**src/rtl/seg7_scoreboard.sv**
```systemverilog
// Scoreboard for the river-crossing game: BCD move/second counters and 8-digit scanned display.
// Optional build macro SEG7_BLINK_EN blinks the PASS/FAIL text at 1 Hz.
module seg7_scoreboard #(
  parameter logic [7:0] MAX_BCD = 8'h99,
  parameter int         DIGITS  = 8
) (
  input  logic              clk_1kHz,
  input  logic              rst,
  input  logic              clk_1Hz,
  input  logic              canoe_position,
  input  logic [1:0]        gameState,
  output logic [7:0]        seg,
  output logic [DIGITS-1:0] sel,
  output logic              game_over,
  output logic [7:0]        moves_bcd
);

  localparam int IDX_W = $clog2(DIGITS);

  typedef enum logic [1:0] {PLAY, WIN, LOSE} state_t;

  state_t            state_q, state_d;
  logic              c1hz_q, c1hz_d;
  logic              canoe_q, canoe_d;
  logic [7:0]        moves_q, moves_d;
  logic [7:0]        secs_q, secs_d;
  logic [IDX_W-1:0]  dig_q, dig_d;
  logic [DIGITS-1:0] sel_q, sel_d;
  logic [7:0]        seg_q, seg_d;
  logic              sec_tick, move_tick;
  logic [6:0]        glyph;

  function automatic logic [7:0] bcd_inc(input logic [7:0] v);
    if (v == MAX_BCD)      return v;
    else if (v[3:0] == 4'd9) return {v[7:4] + 4'd1, 4'h0};
    else                   return {v[7:4], v[3:0] + 4'd1};
  endfunction

  function automatic logic [6:0] seg7_num(input logic [3:0] d);
    case (d)
      4'd0:    return 7'h3F;
      4'd1:    return 7'h06;
      4'd2:    return 7'h5B;
      4'd3:    return 7'h4F;
      4'd4:    return 7'h66;
      4'd5:    return 7'h6D;
      4'd6:    return 7'h7D;
      4'd7:    return 7'h07;
      4'd8:    return 7'h7F;
      4'd9:    return 7'h6F;
      default: return 7'h00;
    endcase
  endfunction

  assign c1hz_d    = clk_1Hz;
  assign canoe_d   = canoe_position;
  assign sec_tick  = clk_1Hz & ~c1hz_q;
  assign move_tick = canoe_position ^ canoe_q;

  always_comb begin
    state_d = state_q;
    case (state_q)
      PLAY: begin
        if (gameState == 2'd1)      state_d = WIN;
        else if (gameState == 2'd0) state_d = LOSE;
      end
      WIN: begin
        if (gameState == 2'd0)      state_d = LOSE;
        else if (gameState[1])      state_d = PLAY;
      end
      LOSE: begin
        if (gameState == 2'd1)      state_d = WIN;
        else if (gameState[1])      state_d = PLAY;
      end
      default:                      state_d = PLAY;
    endcase
  end

  // The final crossing counts even as play ends; a second tick on the exit cycle does not.
  always_comb begin
    moves_d = moves_q;
    secs_d  = secs_q;
    if (state_q != PLAY && state_d == PLAY) begin
      moves_d = 8'h00;
      secs_d  = 8'h00;
    end else if (state_q == PLAY) begin
      if (move_tick)                     moves_d = bcd_inc(moves_q);
      if (sec_tick && state_d == PLAY)   secs_d  = bcd_inc(secs_q);
    end
  end

  // seg is built from next-cycle values so it lines up with the sel it is registered beside.
  always_comb begin
    dig_d = (dig_q == IDX_W'(DIGITS - 1)) ? '0 : dig_q + 1'b1;
    sel_d = ~(DIGITS'(1) << dig_d);
    glyph = 7'h00;
    case (int'(dig_d))
      7: glyph = seg7_num(moves_d[7:4]);
      6: glyph = seg7_num(moves_d[3:0]);
      3: glyph = (state_d == WIN) ? 7'h73 : (state_d == LOSE) ? 7'h71 : 7'h00;
      2: glyph = (state_d == PLAY) ? 7'h00 : 7'h77;
      1: glyph = (state_d == WIN) ? 7'h6D : (state_d == LOSE) ? 7'h06 : seg7_num(secs_d[7:4]);
      0: glyph = (state_d == WIN) ? 7'h6D : (state_d == LOSE) ? 7'h38 : seg7_num(secs_d[3:0]);
      default: glyph = 7'h00;
    endcase
    seg_d = {1'b0, glyph};
`ifdef SEG7_BLINK_EN
    if (state_d != PLAY && !c1hz_d) seg_d = 8'h00;
`else
    seg_d = {1'b0, glyph};
`endif
  end

  always_ff @(posedge clk_1kHz or posedge rst) begin
    if (rst) begin
      state_q <= PLAY;
      c1hz_q  <= 1'b0;
      canoe_q <= 1'b0;
      moves_q <= 8'h00;
      secs_q  <= 8'h00;
      dig_q   <= '0;
      sel_q   <= ~DIGITS'(1);
      seg_q   <= 8'h00;
    end else begin
      state_q <= state_d;
      c1hz_q  <= c1hz_d;
      canoe_q <= canoe_d;
      moves_q <= moves_d;
      secs_q  <= secs_d;
      dig_q   <= dig_d;
      sel_q   <= sel_d;
      seg_q   <= seg_d;
    end
  end

  assign seg       = seg_q;
  assign sel       = sel_q;
  assign game_over = (state_q != PLAY);
  assign moves_bcd = moves_q;

endmodule

```
**config.mk**
```make
export PLATFORM = sky130hd
export DESIGN_NAME = seg7_scoreboard
export DESIGN_NICKNAME = d
export VERILOG_FILES = /design/src/rtl/seg7_scoreboard.sv
export SDC_FILE = /design/constraint.sdc
export NUM_CORES = 1
export LEC_CHECK = 0
export CORE_ASPECT_RATIO = 0.8
export CORE_MARGIN = 2
export CORE_UTILIZATION = 50
export DETAILED_ROUTE_END_ITERATION = 7
export PLACE_DENSITY = 0.72
export SETUP_SLACK_MARGIN = 0.2
export SKIP_CTS_REPAIR_TIMING = 1
export SKIP_LAST_GASP = 1
export SYNTH_ARGS = -nofsm -noshare
export SYNTH_HDL_FRONTEND = slang
export SYNTH_SLANG_ARGS = --single-unit
```
**constraint.sdc**
```tcl
create_clock -name clk_1kHz -period 6.6 [get_ports clk_1kHz]
set_input_delay 1.32 -clock clk_1kHz [delete_from_list [all_inputs] [get_ports clk_1kHz]]
set_output_delay 1.32 -clock clk_1kHz [all_outputs]
set_load 0.03 [all_outputs]
```
-- Word-level counts from Yosys, hierarchy flattened
Memory sizes are Yosys's and may differ from the RTL's.
Cells that the tools add are included.
- eq/ne operators: 15
- multiplexer cells: 25
- shifts and indexed selects: 1
- $add $sub $neg: 5
- bitwise logic cells: 4
- reductions and logical operators: 7
- operator list (kind ; number):
    $mux 8 ; 10
    $mux 7 ; 7
    $pmux 7 s6 ; 1
    $add 4x1->4 const B ; 4
    $eq 8x8->1 const B ; 2
    $mux 2 ; 5
    $eq 3x3->1 const B ; 3
    $eq 4x4->1 const B ; 2
    $not 8->8 ; 1
    $shl 1x3->8 const A ; 1
    $eq 2x1->1 const B ; 3
    $eq 3x2->1 const B ; 2
    $logic_not 2->1 ; 3
    $pmux 2 s3 ; 1
    $eq 2x2->1 const B ; 2
    $add 3x1->3 const B ; 1
    $eq 3x1->1 const B ; 1
    $logic_not 3->1 ; 1
    $mux 3 ; 1
    $logic_and 1x1->1 ; 2
    $reduce_bool 2->1 ; 1
    $and 1x1->1 ; 1
    $not 1->1 ; 1
    $xor 1x1->1 ; 1
- memories kept: 4
- input bits: 6
- bits in read-only memories: 448
- output and inout port bits: 25
- bits in registers: 38
- logic and storage cells: 69
- memory list (name ; words ; bits a word ; read ports ; clocked after memory_dff ; write ports ; line ; RTL):
    (no name shown) ; 16 ; 7 ; 1 ; 0 ; 0 ; 40 ; case (d)
    (no name shown) ; 16 ; 7 ; 1 ; 0 ; 0 ; 40 ;
    (no name shown) ; 16 ; 7 ; 1 ; 0 ; 0 ; 40 ;
    (no name shown) ; 16 ; 7 ; 1 ; 0 ; 0 ; 40 ;

-- Logic depth before layout (Yosys ltp)
Gate-level depths: netlist (run 1).
An unclocked memory read counts as a cell.
- depth in word-level cells: 13
- gate-level depth with buffers: 13
- mapped depth without buffers: 13

-- Least setup slack after synthesis (run 1)
Ideal clock, no wire load.
- path type: input port to flip-flop
- start: input gameState[1]
- end: register seg_q[4], in the netlist seg[4]
- path buffers: 1
- library setup time: 0.124 ns
- stages: 12
- path slack: 3.003 ns
- data required time: 6.476 ns
- arrival time: 3.473 ns
- path through: a21oi_1 -> nand2_1 -> ha_1 -> o21ai_1 -> buf_2 -> nand2_1 -> mux2i_1 -> inv_1 -> ha_1 -> a2bb2oi_1 -> o22ai_1 -> a211o_1
- elaborated cells between the ends (all ways): 29
- classes of those cells: eq/ne: 3; mux: 18; reduce/logical: 4; memory: 4
- RTL lines (item ; line ; RTL):
    start: declaration ; 11 ; input logic [1:0] gameState,
    $logic_not 2->1 ; 65, 68 ;
    $mux 2 ; 65 ; else if (gameState == 2'd0) state_d = LOSE;
    $mux 2 ; 64 ; if (gameState == 2'd1) state_d = WIN;
    $pmux 2 s3 (*) ; 62 ; case (state_q)
    $logic_not 2->1 (*) ; 83 ; if (state_q != PLAY && state_d == PLAY) begin
    $logic_and 1x1->1 (*) ; 83 ;
    $mux 8 (*) ; 83 ;
    named net moves_d[5] ; 25 ; logic [7:0] moves_q, moves_d;
    $mem_v2 16x7 (*) ; -- ;
    $pmux 7 s6 (*) ; 97 ; case (int'(dig_d))
    named net glyph[4] ; 31 ; logic [6:0] glyph;
    end signal: assignment ; 132 ; seg_q <= seg_d;
    end: declaration ; 29 ; logic [7:0] seg_q, seg_d;
Mark *: on every way through the listed nets, which the timed path passes. The rest lies on a longest branch.

-- Final worst setup path (run 1)
Ends and elaborated chain as after synthesis.

==> metrics.md, run 1 <==
| Metric | Value |
|---|---|
| Run status | complete, no violations |
| Distinct cell type count after synthesis | 67 |
| Worst Path Arrival | 4520 ps |
| Most area-consuming cells after synthesis | sky130_fd_sc_hd__dfrtp_1, sky130_fd_sc_hd__ha_1, sky130_fd_sc_hd__dfstp_2 |
| Number of top-level design ports | 31 |
| Number of rows in the core area | 25 |
| Maximum vdd drop | 144 µV |
| End of the worst hold path | dig_q[0] |
| Depth of the worst register-to-register path | 11 |
| HPWL after DPL | 5520 µm |
| Final weighted congestion of routability-driven global placement | 0.858 |
| Startpoint class of the critical path | primary input |
| Hold Crit Start | dig_q[0] |
| Initial antenna violation count | 0 |
| Via count of the first global-routing pass | between 2,000 and 2,500 |
| Routed via count divided by cell count | approximately 6 |
| Root Buffer | sky130_fd_sc_hd__clkbuf_8 |
| Post-detailed-route count of antenna-violating nets | 0 |
| Post-layout total power | approximately 0.75 mW |
| Worst-Skew Late Latency | 290 ps |
| Count of flip-flops with a built-in enable after synthesis | 0 |
| Clock tree from TritonCTS | done |
| Routed length per instance | 17.3 µm |
| Predominant post-synthesis flop cell | sky130_fd_sc_hd__dfrtp_1 |
| Async set-or-reset flop fraction in the synthesized netlist | 100% |
| Area of the die | 6560 µm² |
| Number of filler cells placed in the layout | 527 |
| Net count of the finished layout | approximately 390 |
| Critical path peak fanout | 12 |
| Slew at the pin closest to its max-slew limit | 870 ps |
| Initial core utilization | 50.9% |
| Die Y-Extent | between 70 and 80 µm |
| Portion of the clock cycle consumed by the worst path in the final layout | 65.9% |
| Max-slew violation count | 0 |
| Reg-to-Reg Start | state_q[1] |
| Worst setup path category | primary input to register |
| Total routed wirelength | approximately 7300 µm |
| Proportion of synthesized chip area in sequential cells | between 30% and 40% |
| Cell-by-cell trace of the critical path | clkdlybuf4s50_1 > a21oi_1 > nand2_1 > ha_1 > o21ai_1 > nand2_1 > mux2i_1 > inv_1 > ha_1 > a2bb2oi_1 > o22ai_1 > a211o_1 |
| Total leakage power | 1.51 nW |
| Pin count of the biggest net entering global routing | 39 |
| Portion of synthesized cell area occupied by the leading cell type | 26.2% |
| Number of optimization iterations in the first detailed-route pass | 4 |
| Count of input and output buffers | 29 |
| Total overflow reported by the global router | 0 |
| Flip-flop and latch count after synthesis | 38 |
| Wire length of the first global-routing pass | 12,100 µm |
| Die W | ~90 µm |
| Syn_nets | between 300 and 400 |
| Register area | between 900 and 1000 µm² |
| H-tree levels | 2 |
| Total vias in the final route | 2,556 |
| Hold depth | 1 |
| Synthesized area divided by synthesized cell count | 9.37 µm² |
| Maximum root-to-sink buffer count | 2 |
| Number of DRC violations after detailed routing | 0 |
| Yosys warning total | 0 |
| Layout Utilization | 57.7% |
| Largest incremental delay on the critical path | around 650 ps |
| Worst-case headroom to the max-slew limit | between 40% and 50% |
| Antenna Cells | 0 |
| Critical path's slowest cell | sky130_fd_sc_hd__mux2i_1 |
| Reg-to-reg slack, setup | 3160 ps |
| Number of endpoints with negative hold slack in the final report | 0 |
| Final setup violating endpoints | 0 |
| Share of post-route cells with drive strength above 1 | 9.97% |
| Total routing resource utilization after global routing | 23.2% |
| DR iter-0 viols | about 150 |
| Post-Syn Area | 2960 µm² |
| Std-Cell Core Area | roughly 5800 µm² |
| Max cap viols | 0 |
| Final critical path time including I/O delays and setup | 4350 ps |
| Capturing element type of the critical path | register |
| Fmax | 230 MHz |
| Setup repair after global routing missed its margin | no |
| Area taken by multi-input logic gates | 1770 µm² |
| Sum Neg Setup Slack | 0 ps |
| Clock buffers created by TritonCTS | 5 |
| Type of the worst min-delay path | register to register |
| Worst-case clock skew | approximately 6.7 ps |
| Syn Inst Count | 316 |
| Clock-pin slew on the worst setup and hold paths | 70 ps |
| Req. time, crit path | 6780 ps |
| Yosys top cell by area | sky130_fd_sc_hd__dfrtp_1 |
| Synth-to-layout area growth | 13.5% |
| Power density of the placed cells | 223 nW/µm² |
| R2R Path End | seg[4] |
| Total number of clock tree sinks | 38 |
-- Yosys cell counts (3+ instances only) --
library cell                instances
sky130_fd_sc_hd__nor4_1             3
sky130_fd_sc_hd__nand2_1           21
sky130_fd_sc_hd__or4_1              3
sky130_fd_sc_hd__o22ai_1            3
sky130_fd_sc_hd__nand3_1            7
sky130_fd_sc_hd__a21oi_1           17
sky130_fd_sc_hd__mux2i_1            5
sky130_fd_sc_hd__and3b_1            4
sky130_fd_sc_hd__a22oi_1            4
sky130_fd_sc_hd__dfstp_2            7
sky130_fd_sc_hd__xor2_1             3
sky130_fd_sc_hd__nand4_1            6
sky130_fd_sc_hd__inv_2              5
sky130_fd_sc_hd__nand3b_1           3
sky130_fd_sc_hd__a31oi_1            5
sky130_fd_sc_hd__o21ai_0            5
sky130_fd_sc_hd__ha_1              40
sky130_fd_sc_hd__o311ai_1           3
sky130_fd_sc_hd__and3_1             3
sky130_fd_sc_hd__nor2_1            13
sky130_fd_sc_hd__o2111ai_1          5
sky130_fd_sc_hd__o211ai_1           5
sky130_fd_sc_hd__nor2b_1            3
sky130_fd_sc_hd__a211oi_1           4
sky130_fd_sc_hd__buf_6              3
sky130_fd_sc_hd__a2111oi_0          5
sky130_fd_sc_hd__inv_1             31
sky130_fd_sc_hd__dfrtp_1           31
sky130_fd_sc_hd__nand2b_1           8
sky130_fd_sc_hd__clkbuf_1           3
sky130_fd_sc_hd__buf_2              5
sky130_fd_sc_hd__o21bai_1           3
sky130_fd_sc_hd__nand4b_1           4
sky130_fd_sc_hd__and2_1             5
-- kinds of logic (layout without fill, tap and decap cells) --
logic type	after synthesis	in the layout	share of synthesized area (%)
AND/OR/NAND/NOR	94	94	18.6
AO/OA/AOI/OAI	83	83	21.2
buffers and inverters	50	75	7.65
adder cells (fa/ha/maj)	40	40	16.9
flip-flops	38	38	32.4
XOR/XNOR	5	5	1.48
multiplexers	5	5	1.69
other	1	1	0.127
-- power breakdown --
group / leakage [nW] / internal [mW] / switching [mW] / total (mW)
registers: 0.459 / 0.253 / 0.0299 / 0.282
clock network: 0.0450 / 0.0733 / 0.0857 / 0.159
logic: 1.01 / 0.114 / 0.193 / 0.307
-- metrics by stage --
step,area (µm²),hold slack (ps),std cells,setup WS (ps)
finish,3360,529,422,2250
global placement,3280,504,414,2050
floorplan,2960,477,316,3000
CTS,3360,524,422,2290
detailed placement,3280,516,414,1990
global route,3360,533,422,1900
-- layout make-up --
cell class	instances	share of cell area (%)
tap	81	3.02
inverter	37	4.28
clock inverter	2	0.298
timing repair buffer	30	8.86
multi-input combinational	228	52.8
clock buffer	6	2.16
sequential	38	28.6
-- critical path, delay by kind of cell --
| family | cells | cell delay [ps] |
|---|---|---|
| buffers and inverters | 2 | 590 |
| muxes | 1 | 650 |
| AOI/OAI and AO/OA | 5 | 1160 |
| and+or+nand+nor | 2 | 230 |
| adders and majority gates | 2 | 550 |
-- how the worst max path moves through the flow --
stage,start,to,cells after the start
after floorplan,gameState[1],seg[4],12
after global placement,gameState[1],seg[1],12
after detailed placement,gameState[1],seg[1],12
after CTS,gameState[1],seg[1],12
after global routing,gameState[1],seg[1],12
final,gameState[1],seg[4],12
-- sequential cells by signal, indices dropped and copies added (netlist names) --
name,cells
sel,8
moves_bcd,8
c1hz_q,1
secs_q,8
state_q,2
dig_q,3
seg,7
canoe_q,1
-- cell usage in the layout (no fill, tap or decap), types with 3 or more instances in the layout --
| master | instances |
|---|---|
| sky130_fd_sc_hd__inv_2 | 5 |
| sky130_fd_sc_hd__a2111oi_0 | 5 |
| sky130_fd_sc_hd__nand3b_1 | 3 |
| sky130_fd_sc_hd__nand2_1 | 21 |
| sky130_fd_sc_hd__a21oi_1 | 17 |
| sky130_fd_sc_hd__or4_1 | 3 |
| sky130_fd_sc_hd__o2111ai_1 | 5 |
| sky130_fd_sc_hd__clkdlybuf4s50_1 | 29 |
| sky130_fd_sc_hd__dfstp_2 | 7 |
| sky130_fd_sc_hd__ha_1 | 40 |
| sky130_fd_sc_hd__o311ai_1 | 3 |
| sky130_fd_sc_hd__nor2b_1 | 3 |
| sky130_fd_sc_hd__o22ai_1 | 3 |
| sky130_fd_sc_hd__a31oi_1 | 5 |
| sky130_fd_sc_hd__nand4b_1 | 4 |
| sky130_fd_sc_hd__xor2_1 | 3 |
| sky130_fd_sc_hd__a211oi_1 | 4 |
| sky130_fd_sc_hd__a22oi_1 | 4 |
| sky130_fd_sc_hd__nand3_1 | 7 |
| sky130_fd_sc_hd__o21bai_1 | 3 |
| sky130_fd_sc_hd__mux2i_1 | 5 |
| sky130_fd_sc_hd__and3b_1 | 4 |
| sky130_fd_sc_hd__nor4_1 | 3 |
| sky130_fd_sc_hd__nor2_1 | 13 |
| sky130_fd_sc_hd__nand4_1 | 6 |
| sky130_fd_sc_hd__clkbuf_8 | 5 |
| sky130_fd_sc_hd__nand2b_1 | 8 |
| sky130_fd_sc_hd__o211ai_1 | 5 |
| sky130_fd_sc_hd__and3_1 | 3 |
| sky130_fd_sc_hd__o21ai_0 | 5 |
| sky130_fd_sc_hd__inv_1 | 31 |
| sky130_fd_sc_hd__and2_1 | 5 |
| sky130_fd_sc_hd__dfrtp_1 | 31 |
-- routing by layer --
layer  track usage, %  share of wire [%]  wire [µm]
met1             35.3                 48       3530
met2             34.6                 43       3140
met3             3.51                7.4        544
met4             5.98                1.4        100
met5                0                  0          0
No activity file was read; power rests on OpenSTA's default activity.
==> inputs of run 2 (changes only) <==
--- a/config.mk
+++ b/config.mk
@@ -9,7 +9,7 @@
 export CORE_MARGIN = 2
 export CORE_UTILIZATION = 50
 export DETAILED_ROUTE_END_ITERATION = 7
-export PLACE_DENSITY = 0.72
+export PLACE_DENSITY = 0.75
 export SETUP_SLACK_MARGIN = 0.2
 export SKIP_CTS_REPAIR_TIMING = 1
 export SKIP_LAST_GASP = 1
==> constraint.sdc (replaced) <==
create_clock -name clk_1kHz -period 3.56 [get_ports clk_1kHz]
set_input_delay 0.712 -clock clk_1kHz [delete_from_list [all_inputs] [get_ports clk_1kHz]]
set_output_delay 0.712 -clock clk_1kHz [all_outputs]
set_load 0.03 [all_outputs]
==> run 2 against run 1 <==
  * Critical path depth increased by 2
  * Worst hold slack improved by 2.2 ps
  * Power increased by 98%
  * Flip-flop and latch count unchanged
  * Via count increased by 0.23%
  * Global-route usage increased by 0.44 points
  * Sequential power increased by 86%
  * Wire length increased by 3.1%
  * Sequential share of layout area decreased by 1.4 points
==> metrics.md, run 2 (synthesis gave the netlist of run 1 again) <==
| Metric | Value |
|---|---|
| Run status | complete, no violations |
| Die W | about 90 µm |
| Worst-case headroom to the max-slew limit | between 30% and 40% |
| Slew at the pin closest to its max-slew limit | 940 ps |
| Clock buffers created by TritonCTS | 5 |
| Number of DRC violations after detailed routing | 0 |
| Type of the worst min-delay path | register to register |
| Req. time, crit path | 3720 ps |
| Design area | 3530 µm² |
| Number of optimization iterations in the first detailed-route pass | 5 |
| Fmax | 308 MHz |
| Final setup violating endpoints | 0 |
| Total overflow reported by the global router | 0 |
| Number of endpoints with negative hold slack in the final report | 0 |
| Hold Crit Start | dig_q[0] |
| Max-slew violation count | 0 |
| Std-Cell Core Area | 5820 µm² |
| Total vias in the final route | 2,562 |
| Maximum vdd drop | 263 µV |
| Clock tree from TritonCTS | done |
| Maximum root-to-sink buffer count | 2 |
| Portion of the clock cycle consumed by the worst path in the final layout | approximately 91% |
| Final weighted congestion of routability-driven global placement | between 0.9 and 1 |
| Worst-case clock skew | 6.89 ps |
| Total routed wirelength | 7530 µm |
| Worst setup path category | primary input to register |
| Die Y-Extent | between 70 and 80 µm |
| Share of post-route cells with drive strength above 1 | 15.7% |
| Total number of clock tree sinks | 38 |
| Via count of the first global-routing pass | 2,446 |
| Most frequent cells in the layout | sky130_fd_sc_hd__ha_1, sky130_fd_sc_hd__inv_1, sky130_fd_sc_hd__dfrtp_1, sky130_fd_sc_hd__clkdlybuf4s50_1, sky130_fd_sc_hd__nand2_1 |
| Startpoint class of the critical path | primary input |
| Routed via count divided by cell count | between 5 and 6 |
| Count of input and output buffers | 29 |
| Antenna Cells | 0 |
| Initial core utilization | 50.9% |
| Worst Path Arrival | 3400 ps |
| Area after DPL | 3380 µm² |
| Reg-to-Reg Start | state_q[1] |
| Critical path peak fanout | 6 |
| Most frequent standard cell in the layout excluding fill and tap cells | sky130_fd_sc_hd__ha_1 |
| Final critical path time including I/O delays and setup | between 3000 and 4000 ps |
| Routed length per instance | 17.2 µm |
| Number of top-level design ports | 31 |
| Area of the die | 6560 µm² |
| Total routing resource utilization after global routing | a little under a quarter |
| Capturing element type of the critical path | register |
| Wire length of the first global-routing pass | 12,300 µm |
| Post-detailed-route count of antenna-violating nets | 0 |
| Power density of the placed cells | 419 nW/µm² |
| Worst-Skew Late Latency | 300 ps |
| Synth-to-layout area growth | 19.3% |
| Initial antenna violation count | 0 |
| Max cap viols | 0 |
| Number of rows in the core area | 25 |
| Pin count of the biggest net entering global routing | 25 |
| Net count of the finished layout | 402 |
| H-tree levels | 2 |
| HPWL after DPL | 5680 µm |
| DR iter-0 viols | 185 |
| Sum Neg Setup Slack | 0 ps |
| Clock-pin slew on the worst setup and hold paths | 80 ps |
| Root Buffer | sky130_fd_sc_hd__clkbuf_8 |
| Setup repair after global routing missed its margin | yes |
| Worst setup startpoint | gameState[1] |
| Total leakage power | 1.59 nW |
## run 2: power breakdown
group | internal (mW) | switching [mW]
Sequential | 0.468 | 0.0556
Combinational | 0.258 | 0.375
Clock | 0.156 | 0.168
Total | 0.881 | 0.599
## run 2: cell type report
type	count	area, µm²
Tap cell	81	101
Clock inverter	2	12.5
Clock buffer	6	82.6
Fill cell	518	2290
Inverter	37	144
Sequential cell	38	960
Timing Repair Buffer	46	418
Multi-Input combinational cell	228	1810
## run 2: critical path: stages
cell and delay [ps]:
sky130_fd_sc_hd__clkdlybuf4s50_1 400, sky130_fd_sc_hd__a21oi_1 180, sky130_fd_sc_hd__nand2_1 160, sky130_fd_sc_hd__ha_4 210
sky130_fd_sc_hd__buf_4 150, sky130_fd_sc_hd__nand3b_2 170, sky130_fd_sc_hd__nor4_4 60, sky130_fd_sc_hd__a31oi_2 250
sky130_fd_sc_hd__ha_1 200, sky130_fd_sc_hd__inv_1 40, sky130_fd_sc_hd__a31oi_1 130, sky130_fd_sc_hd__a2111oi_0 90
sky130_fd_sc_hd__a2111oi_1 490, sky130_fd_sc_hd__nand4b_1 160
## run 2: through the flow
stage                     utilization (%)  setup WS, ps  instances  hold slack [ps]  power [mW]
after floorplan                         -           571        316              477       0.935
after global placement               58.1         -76.5        428              502        1.11
after detailed placement             58.1          -119        428              529        1.12
after CTS                            59.8           167        436              541        1.45
after global routing                 60.7           110        438              556        1.58
final                                60.7           317        438              531        1.48
## run 2: path summary, 6_finish.rpt
kind / endpoint / slack [ps] / cells after the start
min: dig_q[0] / 530 / 1
max reg2reg: seg[0] / 580 / 13
max in group asynchronous: state_q[0] / 1950 / 3
min reg2reg: dig_q[0] / 530 / 1
min in group asynchronous: seg[1] / 920 / 2
max: seg[0] / 320 / 14
## run 2: layer usage
metal	global-route usage [%]	share of wire [%]	wire length, µm
met3	3.51	6.9	523
met2	36.4	43	3280
met5	0	0	0
met1	35.1	48	3650
met4	6.15	1.1	81
==> RTL change 1, RTL diff (flow settings as in run 2) <==
Change the parameter `DIGITS` from 8 to 16.
--- a/src/rtl/seg7_scoreboard.sv
+++ b/src/rtl/seg7_scoreboard.sv
@@ -2,7 +2,7 @@
 // Optional build macro SEG7_BLINK_EN blinks the PASS/FAIL text at 1 Hz.
 module seg7_scoreboard #(
   parameter logic [7:0] MAX_BCD = 8'h99,
-  parameter int         DIGITS  = 8
+  parameter int         DIGITS  = 16
 ) (
   input  logic              clk_1kHz,
   input  logic              rst,
Interface: changed (resized sel); port bits go from 31 to 39. No check against the original RTL was run, so the function may have changed too.
==> RTL change 1 against run 2 <==
Combinational power is 47% lower. Critical path depth stayed put. Power is 11% lower. Non-clock buffer count is 29 higher. Synthesized area is 9.5% higher. Final area is 17% higher. Wire length is 13% higher. Global-route usage is 0.88 points higher. Worst setup slack worse by 15 ps. Sequential cell count is 9 higher. Largest cell class unchanged. Highest routed layer unchanged.
==> RTL change 1: results (changes against run 2) <==
Clock Skews=4.394 ps (was 6.889 ps); R2R setup slack=520 ps (was 580 ps); GR Layer Usage met1=0.3692 (was 0.3513); placed cell count=497 (was 428); number of nets in the layout=465 (was 402); vias in the first global route=2801 (was 2446); Met1 Routed Length=4059 um (was 3652 um); Starting DRT DRC Count=221 (was 185); mux cell area share after synthesis=0.03937 (was 0.01691); proportion of layout cells with a drive suffix above 1=0.2090 (was 0.1569); GRT Overall Usage=0.2451 (was 0.2363); worst endpoint data arrival time=3450 ps (was 3400 ps); GR met3 Demand/Resource=0.03858 (was 0.03512); average size of a mapped cell=9.397 sq um (was 9.368 sq um); XOR/XNOR share of the synthesized area=0.01621 (was 0.01479); run status=complete, no violations (unchanged); source-to-sink clock delay at the later pin of the worst-skew pair=320 ps (was 300 ps); worst setup slack before clock tree synthesis=-62.67 ps (was -119.3 ps); DPL Wire Length=6451 um (was 5681 um); first-pass GRT wire length=13750 um (was 12250 um); Worst Min Path Start=dig_q[3] (was dig_q[0]); cell with the largest stage delay on the worst path=sky130_fd_sc_hd__or4_1 (was sky130_fd_sc_hd__a2111oi_1); largest net degree at the start of global routing=48 (was 25); fill count=517 (was 518); number of vias after detailed routing=2910 (was 2562); Post-Place Cell Area=0.003968 sq mm (was 0.003382 sq mm); I/O Buffers=37 (was 29); leading cell types by count after synthesis=sky130_fd_sc_hd__nand2_1, sky130_fd_sc_hd__ha_1, sky130_fd_sc_hd__inv_1 (was sky130_fd_sc_hd__ha_1, sky130_fd_sc_hd__dfrtp_1, sky130_fd_sc_hd__inv_1); final instance count without filler cells=505 (was 438); share of the synthesized area in compound gates (AO/OA/AOI/OAI)=0.1949 (was 0.2117)
## RTL change 1: changes by cell type after synthesis, sizes merged, moves of 5 or more
| cell | before | now |
|---|---|---|
| buf | 9 | 3 |
| dfstp | 7 | 15 |
| nand2 | 21 | 40 |
| nor2 | 14 | 22 |
| o21ai | 6 | 11 |
## RTL change 1: layout make-up
type | instances | area (sq um) | area share
clock buffer | 5 | 68.82 | 0.01669
clock inverter | 3 | 47.55 | 0.01153
inverter | 37 | 141.4 | 0.03429
multi-input combinational | 254 | 1909 | 0.4631
sequential | 47 | 1195 | 0.2898
tap | 84 | 105.1 | 0.02549
timing repair buffer | 75 | 655.6 | 0.1590
## RTL change 1: where the power goes
| group | switching, uW | internal, uW |
|---|---|---|
| clock network | 203 | 213 |
| logic | 186 | 147 |
| registers | 21.8 | 552 |
==> RTL change 2, RTL diff (settings of run 2) <==
Made on the original files. Register the output `seg` once more, cleared by the reset; this adds one clock of latency there. The other outputs are not delayed to match. Comments in the files are not updated.
--- a/src/rtl/seg7_scoreboard.sv
+++ b/src/rtl/seg7_scoreboard.sv
@@ -133,7 +133,13 @@
     end
   end
 
-  assign seg       = seg_q;
+  always_ff @(posedge clk_1kHz or posedge rst) begin
+    if (rst) begin
+      seg <= '0;
+    end else begin
+      seg <= seg_q;
+    end
+  end
   assign sel       = sel_q;
   assign game_over = (state_q != PLAY);
   assign moves_bcd = moves_q;
Behaviour: not the same (Yosys sat finds a counterexample within 4 cycles, from zero or initial values and one cycle with rst high).
==> RTL change 2 against run 2 <==
Clock power up 26%. Wire length about the same. Critical path depth down 2. Sequential cell count up 7. Cell count up 1.4%. Synthesized area up 5.9%. Power up 19%. Final area up 4.9%. Worst setup slack worse by 9.7 ps.
==> RTL change 2: results (changes against run 2) <==
WL/cell=16.96 um (was 17.20 um); leading cell types by count after synthesis=sky130_fd_sc_hd__ha_1, sky130_fd_sc_hd__dfrtp_1, sky130_fd_sc_hd__inv_1 (unchanged); worst hold endpoint=seg[4] (was dig_q[0]); gpl congestion=0.9493 (was 0.9506); Worst Min Path Start=seg_q[4] (was dig_q[0]); R2R setup slack=600 ps (was 580 ps); worst r2r dst=seg_q[4] (was seg[0]); run status=complete, no violations (unchanged); fill count=509 (was 518); total of warnings raised by yosys=0 (unchanged); GRT Overall Usage=0.2274 (was 0.2363); worst r2r path cells=11 (was 13); maximum level of the CTS H-tree=2 (unchanged); fraction of the cycle the final worst path needs=0.9136 (was 0.9109); share of synthesized area occupied by flip-flops and latches=0.3619 (was 0.3242); Static Leakage=0.001669 uW (was 0.001594 uW); vias in the first global route=2462 (was 2446); worst setup slack before clock tree synthesis=-49.91 ps (was -119.3 ps); worst hold stages=0 (was 1); Clock Skews=8.459 ps (was 6.889 ps); cell with the largest stage delay on the worst path=sky130_fd_sc_hd__clkdlybuf4s50_1 (was sky130_fd_sc_hd__a2111oi_1); top post-synthesis cells by area=sky130_fd_sc_hd__dfrtp_1, sky130_fd_sc_hd__ha_1, sky130_fd_sc_hd__dfstp_2 (unchanged); share of the synthesized area in compound gates (AO/OA/AOI/OAI)=0.1999 (was 0.2117); maximum ir drop on the vdd rail=0.3791 mV (was 0.2634 mV); number of nets produced by synthesis=369 (was 362); proportion of layout cells with a drive suffix above 1=0.1488 (was 0.1569); number of vias after detailed routing=2593 (was 2562); Starting DRT DRC Count=168 (was 185); Slew headroom=0.3732 (was 0.3729); startpoint of the lowest-slack register-to-register path=state_q[0] (was state_q[1]); DPL Wire Length=5620 um (was 5681 um); number of nets in the layout=408 (was 402); max incr delay on CP=460 ps (was 490 ps); first-pass GRT wire length=12250 um (about the same); largest net degree at the start of global routing=46 (was 25); largest buffer count on any clock path=2 (unchanged); worst endpoint data arrival time=3440 ps (was 3400 ps); mux cell area share after synthesis=0.01596 (was 0.01691); XOR/XNOR share of the synthesized area=0.01397 (was 0.01479)
RTL change 2: stage by stage:
step           instance area (sq um)  TNS (ps)  hold slack, ps  std cells
5_1_grt                         3704         0           367.6        444
3_5_place_dp                    3565    -84.05           334.7        436
4_1_cts                         3685         0           358.5        444
3_3_place_gp                    3565         0           334.2        436
6_report                        3704         0           355.7        444
2_1_floorplan                   3136         0           331.2        323
RTL change 2: report_power, final:
group | internal, uW | total, uW | switching, uW
clock | 228 | 409 | 181
sequential | 573 | 636 | 63.2
combinational | 288 | 719 | 431
total | 1090 | 1760 | 675
RTL change 2: area by class of cell:
type                    count  share of cell area
repair buffers             45              0.1108
flip-flops and latches     45              0.3064
clock buffers               6             0.02230
well taps                  81             0.02736
clock inverters             2             0.01014
multi-input cells         228              0.4841
inverters                  37             0.03885
RTL change 2: layer usage:
metal,global-route usage,share of wire
met2,0.3350,0.43
met4,0.08789,0.021
met1,0.3289,0.49
met5,0,0
met3,0.05205,0.056
